## src/rtl/instr_fetch_queue_if.sv

```systemverilog
// rtl/instr_fetch_queue_if.sv - fetch-queue bus bundle: instruction-memory, redirect and decode handshakes
//
// Purpose: groups every non-clock signal of instr_fetch_queue so the block can be
// connected with one interface port.
//   master modport : seen by the fetch queue
//   slave modport  : seen by memory / execute / decode
// Signals:
//   imem_req, imem_addr        request to instruction memory (held until imem_ack)
//   imem_ack, imem_rdata       memory response
//   redirect, redirect_target  taken branch/jump from execute
//   instr_valid, instr_ready   head-of-queue handshake with decode
//   instr, instr_pc            head word and its PC
//   count                      entries queued

interface instr_fetch_queue_if #(
  parameter int DATA_WIDTH    = 20,
  parameter int ADDRESS_WIDTH = 8,
  parameter int FIFO_DEPTH    = 4
);
  localparam int COUNT_WIDTH = $clog2(FIFO_DEPTH) + 1;

  logic                     imem_req;
  logic [ADDRESS_WIDTH-1:0] imem_addr;
  logic                     imem_ack;
  logic [DATA_WIDTH-1:0]    imem_rdata;
  logic                     redirect;
  logic [ADDRESS_WIDTH-1:0] redirect_target;
  logic                     instr_valid;
  logic                     instr_ready;
  logic [DATA_WIDTH-1:0]    instr;
  logic [ADDRESS_WIDTH-1:0] instr_pc;
  logic [COUNT_WIDTH-1:0]   count;

  modport master (
    output imem_req, imem_addr, instr_valid, instr, instr_pc, count,
    input  imem_ack, imem_rdata, redirect, redirect_target, instr_ready
  );

  modport slave (
    input  imem_req, imem_addr, instr_valid, instr, instr_pc, count,
    output imem_ack, imem_rdata, redirect, redirect_target, instr_ready
  );
endinterface

```

## src/rtl/instr_fetch_queue.sv

```systemverilog
// rtl/instr_fetch_queue.sv - instruction-fetch front end with PC, memory handshake and decode FIFO
//
// Purpose: owns the fetch PC, issues req/ack fetches to instruction memory, queues
// fetched words with their PCs and presents the queue head to decode. A redirect
// flushes the queue and restarts fetch at the new target.
// Ports:
//   clk  in  rising-edge clock
//   rst  in  asynchronous active-low reset
//   bus  instr_fetch_queue_if.master (memory, redirect and decode handshakes, count)

module instr_fetch_queue #(
  parameter int                     DATA_WIDTH    = 20,
  parameter int                     ADDRESS_WIDTH = 8,
  parameter int                     FIFO_DEPTH    = 4,
  parameter logic [ADDRESS_WIDTH-1:0] RESET_PC    = '0
) (
  input logic                  clk,
  input logic                  rst,
  instr_fetch_queue_if.master  bus
);
  localparam int CW = $clog2(FIFO_DEPTH) + 1;
  localparam int PW = $clog2(FIFO_DEPTH);
  localparam logic [CW-1:0] DEPTH_C = CW'(FIFO_DEPTH);

  typedef enum logic [1:0] {
    ST_IDLE    = 2'd0,
    ST_WAIT    = 2'd1,
    ST_DISCARD = 2'd2
  } state_t;

  state_t                   r_state;
  state_t                   w_state_next;
  logic [ADDRESS_WIDTH-1:0] r_fetch_pc;
  logic [ADDRESS_WIDTH-1:0] w_fetch_pc_next;
  logic [ADDRESS_WIDTH-1:0] r_imem_addr;
  logic [ADDRESS_WIDTH-1:0] w_imem_addr_next;
  logic [CW-1:0]            r_count;
  logic [CW-1:0]            w_count_next;
  logic [CW-1:0]            w_count_after_pop;
  logic [PW-1:0]            r_wr_ptr;
  logic [PW-1:0]            r_rd_ptr;
  logic [PW-1:0]            w_wr_ptr_next;
  logic [PW-1:0]            w_rd_ptr_next;
  logic                     w_push;
  logic                     w_pop;

  logic [DATA_WIDTH-1:0]    r_fifo_data [FIFO_DEPTH];
  logic [ADDRESS_WIDTH-1:0] r_fifo_pc   [FIFO_DEPTH];

  // A pop in the redirect cycle is void: the flush wins and decode squashes it.
  assign w_pop             = (r_count != '0) && bus.instr_ready && !bus.redirect;
  assign w_count_after_pop = r_count - CW'(w_pop);

  always_ff @(posedge clk or negedge rst) begin
    if (!rst) begin
      r_state     <= ST_IDLE;
      r_fetch_pc  <= RESET_PC;
      r_imem_addr <= RESET_PC;
      r_count     <= '0;
      r_wr_ptr    <= '0;
      r_rd_ptr    <= '0;
    end else begin
      r_state     <= w_state_next;
      r_fetch_pc  <= w_fetch_pc_next;
      r_imem_addr <= w_imem_addr_next;
      r_count     <= w_count_next;
      r_wr_ptr    <= w_wr_ptr_next;
      r_rd_ptr    <= w_rd_ptr_next;
    end
  end

  always_comb begin
    w_state_next     = r_state;
    w_fetch_pc_next  = r_fetch_pc;
    w_imem_addr_next = r_imem_addr;
    w_push           = 1'b0;

    case (r_state)
      ST_IDLE: begin
        // Issue only if the entry being fetched is guaranteed a slot.
        if (!bus.redirect && (w_count_after_pop < DEPTH_C)) begin
          w_state_next     = ST_WAIT;
          w_imem_addr_next = r_fetch_pc;
        end
      end

      ST_WAIT: begin
        if (bus.redirect) begin
          // An ack arriving with the redirect completes the old request; otherwise
          // the stale response still has to be absorbed in DISCARD.
          w_state_next = bus.imem_ack ? ST_IDLE : ST_DISCARD;
        end else if (bus.imem_ack) begin
          w_push          = 1'b1;
          w_fetch_pc_next = r_fetch_pc + 1'b1;
          if ((w_count_after_pop + CW'(1)) < DEPTH_C) begin
            w_imem_addr_next = r_fetch_pc + 1'b1;
          end else begin
            w_state_next = ST_IDLE;
          end
        end
      end

      ST_DISCARD: begin
        // The address stays on the old request; its response is dropped.
        if (bus.imem_ack) begin
          w_state_next = ST_IDLE;
        end
      end

      default: begin
        w_state_next = ST_IDLE;
      end
    endcase

    if (bus.redirect) begin
      w_fetch_pc_next = bus.redirect_target;
    end
  end

  always_comb begin
    w_count_next  = w_count_after_pop + CW'(w_push);
    w_wr_ptr_next = r_wr_ptr + PW'(w_push);
    w_rd_ptr_next = r_rd_ptr + PW'(w_pop);
    if (bus.redirect) begin
      w_count_next  = '0;
      w_wr_ptr_next = '0;
      w_rd_ptr_next = '0;
    end
  end

  // Queue storage needs no reset: entries are only read while counted valid.
  always_ff @(posedge clk) begin
    if (w_push) begin
      r_fifo_data[r_wr_ptr] <= bus.imem_rdata;
      r_fifo_pc[r_wr_ptr]   <= r_fetch_pc;
    end
  end

  assign bus.imem_req    = (r_state != ST_IDLE);
  assign bus.imem_addr   = r_imem_addr;
  assign bus.instr_valid = (r_count != '0);
  assign bus.instr       = r_fifo_data[r_rd_ptr];
  assign bus.instr_pc    = r_fifo_pc[r_rd_ptr];
  assign bus.count       = r_count;

endmodule
```

## src/flat_wrapper.sv

```systemverilog
// flat-port wrapper written by rule: the top's interface ports become plain ports
module instr_fetch_queue_flat 
#(
  parameter int                     DATA_WIDTH    = 20,
  parameter int                     ADDRESS_WIDTH = 8,
  parameter int                     FIFO_DEPTH    = 4,
  parameter logic [ADDRESS_WIDTH-1:0] RESET_PC    = '0
)
  (clk, rst, bus_imem_req, bus_imem_addr, bus_instr_valid, bus_instr, bus_instr_pc, bus_count, bus_imem_ack, bus_imem_rdata, bus_redirect, bus_redirect_target, bus_instr_ready);
  instr_fetch_queue_if #(.DATA_WIDTH(DATA_WIDTH), .ADDRESS_WIDTH(ADDRESS_WIDTH), .FIFO_DEPTH(FIFO_DEPTH)) bus_i ();
  input logic clk;
  input logic rst;
  output wire logic [$bits(bus_i.imem_req)-1:0] bus_imem_req;
  output wire logic [$bits(bus_i.imem_addr)-1:0] bus_imem_addr;
  output wire logic [$bits(bus_i.instr_valid)-1:0] bus_instr_valid;
  output wire logic [$bits(bus_i.instr)-1:0] bus_instr;
  output wire logic [$bits(bus_i.instr_pc)-1:0] bus_instr_pc;
  output wire logic [$bits(bus_i.count)-1:0] bus_count;
  input wire logic [$bits(bus_i.imem_ack)-1:0] bus_imem_ack;
  input wire logic [$bits(bus_i.imem_rdata)-1:0] bus_imem_rdata;
  input wire logic [$bits(bus_i.redirect)-1:0] bus_redirect;
  input wire logic [$bits(bus_i.redirect_target)-1:0] bus_redirect_target;
  input wire logic [$bits(bus_i.instr_ready)-1:0] bus_instr_ready;
  assign bus_imem_req = bus_i.imem_req;
  assign bus_imem_addr = bus_i.imem_addr;
  assign bus_instr_valid = bus_i.instr_valid;
  assign bus_instr = bus_i.instr;
  assign bus_instr_pc = bus_i.instr_pc;
  assign bus_count = bus_i.count;
  assign bus_i.imem_ack = bus_imem_ack;
  assign bus_i.imem_rdata = bus_imem_rdata;
  assign bus_i.redirect = bus_redirect;
  assign bus_i.redirect_target = bus_redirect_target;
  assign bus_i.instr_ready = bus_instr_ready;
  instr_fetch_queue #(.DATA_WIDTH(DATA_WIDTH), .ADDRESS_WIDTH(ADDRESS_WIDTH), .FIFO_DEPTH(FIFO_DEPTH), .RESET_PC(RESET_PC)) u_core (.clk(clk), .rst(rst), .bus(bus_i));
endmodule
```

## config.mk

```make
export PLATFORM = sky130hd
export DESIGN_NAME = instr_fetch_queue_flat
export DESIGN_NICKNAME = d
export VERILOG_FILES = /design/src/rtl/instr_fetch_queue_if.sv /design/src/rtl/instr_fetch_queue.sv /design/src/flat_wrapper.sv
export SDC_FILE = /design/constraint.sdc
export NUM_CORES = 1
export LEC_CHECK = 0
export CAP_MARGIN = 20
export CORE_ASPECT_RATIO = 0.6
export CORE_MARGIN = 4
export CORE_UTILIZATION = 35
export CTS_CLUSTER_SIZE = 28
export DETAILED_ROUTE_END_ITERATION = 6
export DONT_BUFFER_PORTS = 1
export GPL_ROUTABILITY_DRIVEN = 0
export PLACE_DENSITY = 0.49
export SLEW_MARGIN = 10
export SYNTH_ARGS = -nofsm -noshare
export SYNTH_HDL_FRONTEND = slang
export SYNTH_SLANG_ARGS = --single-unit
```

## constraint.sdc

```tcl
create_clock -name clk -period 6 [get_ports clk]
set_clock_uncertainty 0.15 [all_clocks]
set_input_delay 1.2 -clock clk [delete_from_list [all_inputs] [get_ports clk]]
set_output_delay 1.2 -clock clk [all_outputs]
set_load 0.02 [all_outputs]
```

==> impl_metrics.yaml <==
status:
  status: "finished, final reports clean"
floorplanning:
  die-area_um2: 17500
  initial_utilization: 0.365
  core_area_um2: 14800
  io_pins: 74
  die_h_um: 104
  rows: 34
  die_w_um: 168
logic_synthesis:
  avgSynthCellArea_um2: 19.1
  ys_types: 34
  seq_area_frac_synth: 0.739
  synth-compound-area-share: 0.0167
  synth_xor_area_frac: 0.0306
  yosys_warnings: 0
  yosys.area_share.simple: 0.0508
  synth_cells: 282
  synth_nets: 322
  synthAdderAreaFrac: 0.0162
  synth_top_family_by_area: "multiplexers"
  netlist_area_um2: 5400
  muxShareOfSynthArea: 0.135
  yosys_register_bits: 137
clock_tree:
  post_cts_buffers: 0
  clk_path_buf_depth: 2
  numCtsBuffers: 17
  cts_tree: "built"
  cts_resized: 0
  cts-root-buf: "clkbuf_16"
  worstSkewPairLatency_ns: 0.41
  cts.sinks: 137
  cts_hold_buf: 0
  clk_pin_slew_worst_paths_ns: 0.06
  h-tree-depth: 4
placement:
  place_hpwl_mm: 6.55
  io_buffers: 0
  placedInstanceArea_um2: 5650
setup_path:
  cp.required_ns: 4.65
  path_cells: "buf_12, mux4_2"
  criticalPathCategory: "reg -> out"
  critPathSlowestCell: "mux4_2"
  startpoint_type: "flip-flop"
  crit_arrival_ns: 1.92
  cp_max_fo: 20
  crit_path_max_incr_delay_ns: 0.64
  end_kind: "primary output"
cells_and_area:
  seq_area_um2: 3990
  multiInputGateArea_um2: 1370
  nets: 335
  diodes: 0
  layout_commonest_cell: "edfxtp_1"
  fin_area_um2: 6280
  final_layout_size_suffix_gt1_frac: 0.256
  most-common-layout-cells: "edfxtp_1 (112), mux4_2 (28), dfrtp_1 (24), clkbuf_16 (20), nand2_1 (15)"
  synthToLayoutAreaGrowth_pct: 16.4
  fillCellCount: 1315
  final_util: 0.425
timing:
  relSlewSlack: 0.425
  timing.final.crit_period_ns: 3.27
  tns_ns: 0
  finalCritPeriodShare: 0.545
  setup-violations-final: 0
  rsz0062_at_grt: "false"
  slew_viol_final: 0
  holdWs_ns: 0.328
  hold_viol_final: 0
  max_freq_ghz: 0.306
  tightestPinTransition_ns: 0.860
route:
  wl_per_cell_um: 21.0
  vias: 2533
  drtIter0Drc: 172
  wl_met2_mm: 4.53
  wl_mm: 10.6
  routed_via_density: 5.01
  wl_met3_um: 889
  top_layer: "met4"
  ant_nets: 0
  drcViolationCount: 0
  drt_pass1_iterations: 4
  drt-met1-wl_mm: 5.10
grt:
  overflow: 0
  grt_usage: 0.127
  grt_pass1_wl_mm: 16.6
  grt_antenna_before_repair: 0
  grt_pass1_vias: 2656
  grt_max_degree: 32
run:
  cap_violations: 0
power_and_ir_drop:
  power_density_nw_per_um2: 387
  vdd_ir_drop_max_uv: 159
  p_leak_nw: 2.14
min_path:
  min_path_type: "in -> async"
-- metal layers --
metal / vias up / global-route usage
met3: 11 / 0.0638
met1: 1335 / 0.181
met2: 53 / 0.165
met5: - / 0
li1: 1134 / -
met4: 0 / 0.0486
-- kinds of logic (layout without fill, tap and decap cells) --
group	count (synthesis)	in the layout
flops	137	137
compound gates	14	14
simple gates	54	54
mux	37	37
fa+ha+maj	7	7
buf+inv	15	41
xor+xnor	18	18
-- stage by stage --
step | instances | setup slack, ns | power [mW]
2_1_floorplan | 282 | 0.854 | 1.35
3_3_place_gp | 473 | 2.67 | 1.40
5_1_grt | 506 | 2.55 | 2.53
6_report | 506 | 2.73 | 2.43
3_5_place_dp | 473 | 2.62 | 1.40
4_1_cts | 505 | 2.35 | 2.47
-- worst paths after layout --
path / from / to / slack (ns) / depth (start not counted)
hold reg to reg: u_core.r_state[1] / u_core.r_state[0] / 0.45 / 1
setup / recovery: u_core.r_rd_ptr[0] / bus_instr_pc[6] / 2.73 / 2
max in group asynchronous: rst / u_core.r_rd_ptr[0] / 5.27 / 0
min in group clk: u_core.r_state[1] / u_core.r_state[0] / 0.45 / 1
hold / removal: rst / u_core.bus.imem_addr[4] / 0.33 / 0
setup reg to reg: u_core.bus.count[2] / u_core.bus.imem_addr[5] / 2.73 / 8
-- synthesized netlist by cell type, drive strengths merged --
master,instances,share of area
xor2,8,0.014
a211oi,1,0.0037
mux4,28,0.12
clkbuf,6,0.0042
nor2,11,0.0076
buf,5,0.0044
nand3b,1,0.0014
inv,4,0.0028
and3b,2,0.0032
mux2i,1,0.0019
or3,1,0.0012
nor4b,1,0.0016
edfxtp,112,0.62
ha,7,0.016
nor3,7,0.0065
nand3,4,0.0037
a31oi,2,0.0023
or2,1,0.0012
nand2b,1,0.0012
xnor2,10,0.016
nand4,2,0.0035
nor2b,6,0.0070
a21oi,1,0.00093
and3,1,0.0012
nor4,1,0.0012
a21o,1,0.0014
mux2,8,0.017
dfrtp,25,0.12
o21ai,9,0.0083
nand2,15,0.010
-- state kept, by name, summed over array words and instances, names as in the netlist --
signal and count:
u_core.r_fifo_data 80, u_core.r_fifo_pc 32, u_core.bus.imem_addr 8, u_core.r_fetch_pc 8, u_core.bus.count 3, u_core.r_rd_ptr 2, u_core.r_state 2, u_core.r_wr_ptr 2
-- critical path: cells and delay by family (launching register included) --
kind | cells | cell delay [ns]
buffers and inverters | 1 | 0.26
flip-flops | 1 | 0.60
multiplexers | 1 | 0.64
-- layout make-up --
cell class | count | share of cell area
multi-input combinational | 130 | 0.218
inverter | 4 | 0.00239
clock buffer | 24 | 0.0852
sequential | 137 | 0.635
clock inverter | 8 | 0.0125
tap | 198 | 0.0394
timing repair buffer | 5 | 0.00796
-- power by group --
group	internal [mW]	switching, mW
logic	0.0952	0.115
registers	1.09	0.0848
clock network	0.669	0.381
total	1.85	0.581
No activity file was read; power rests on OpenSTA's default activity.
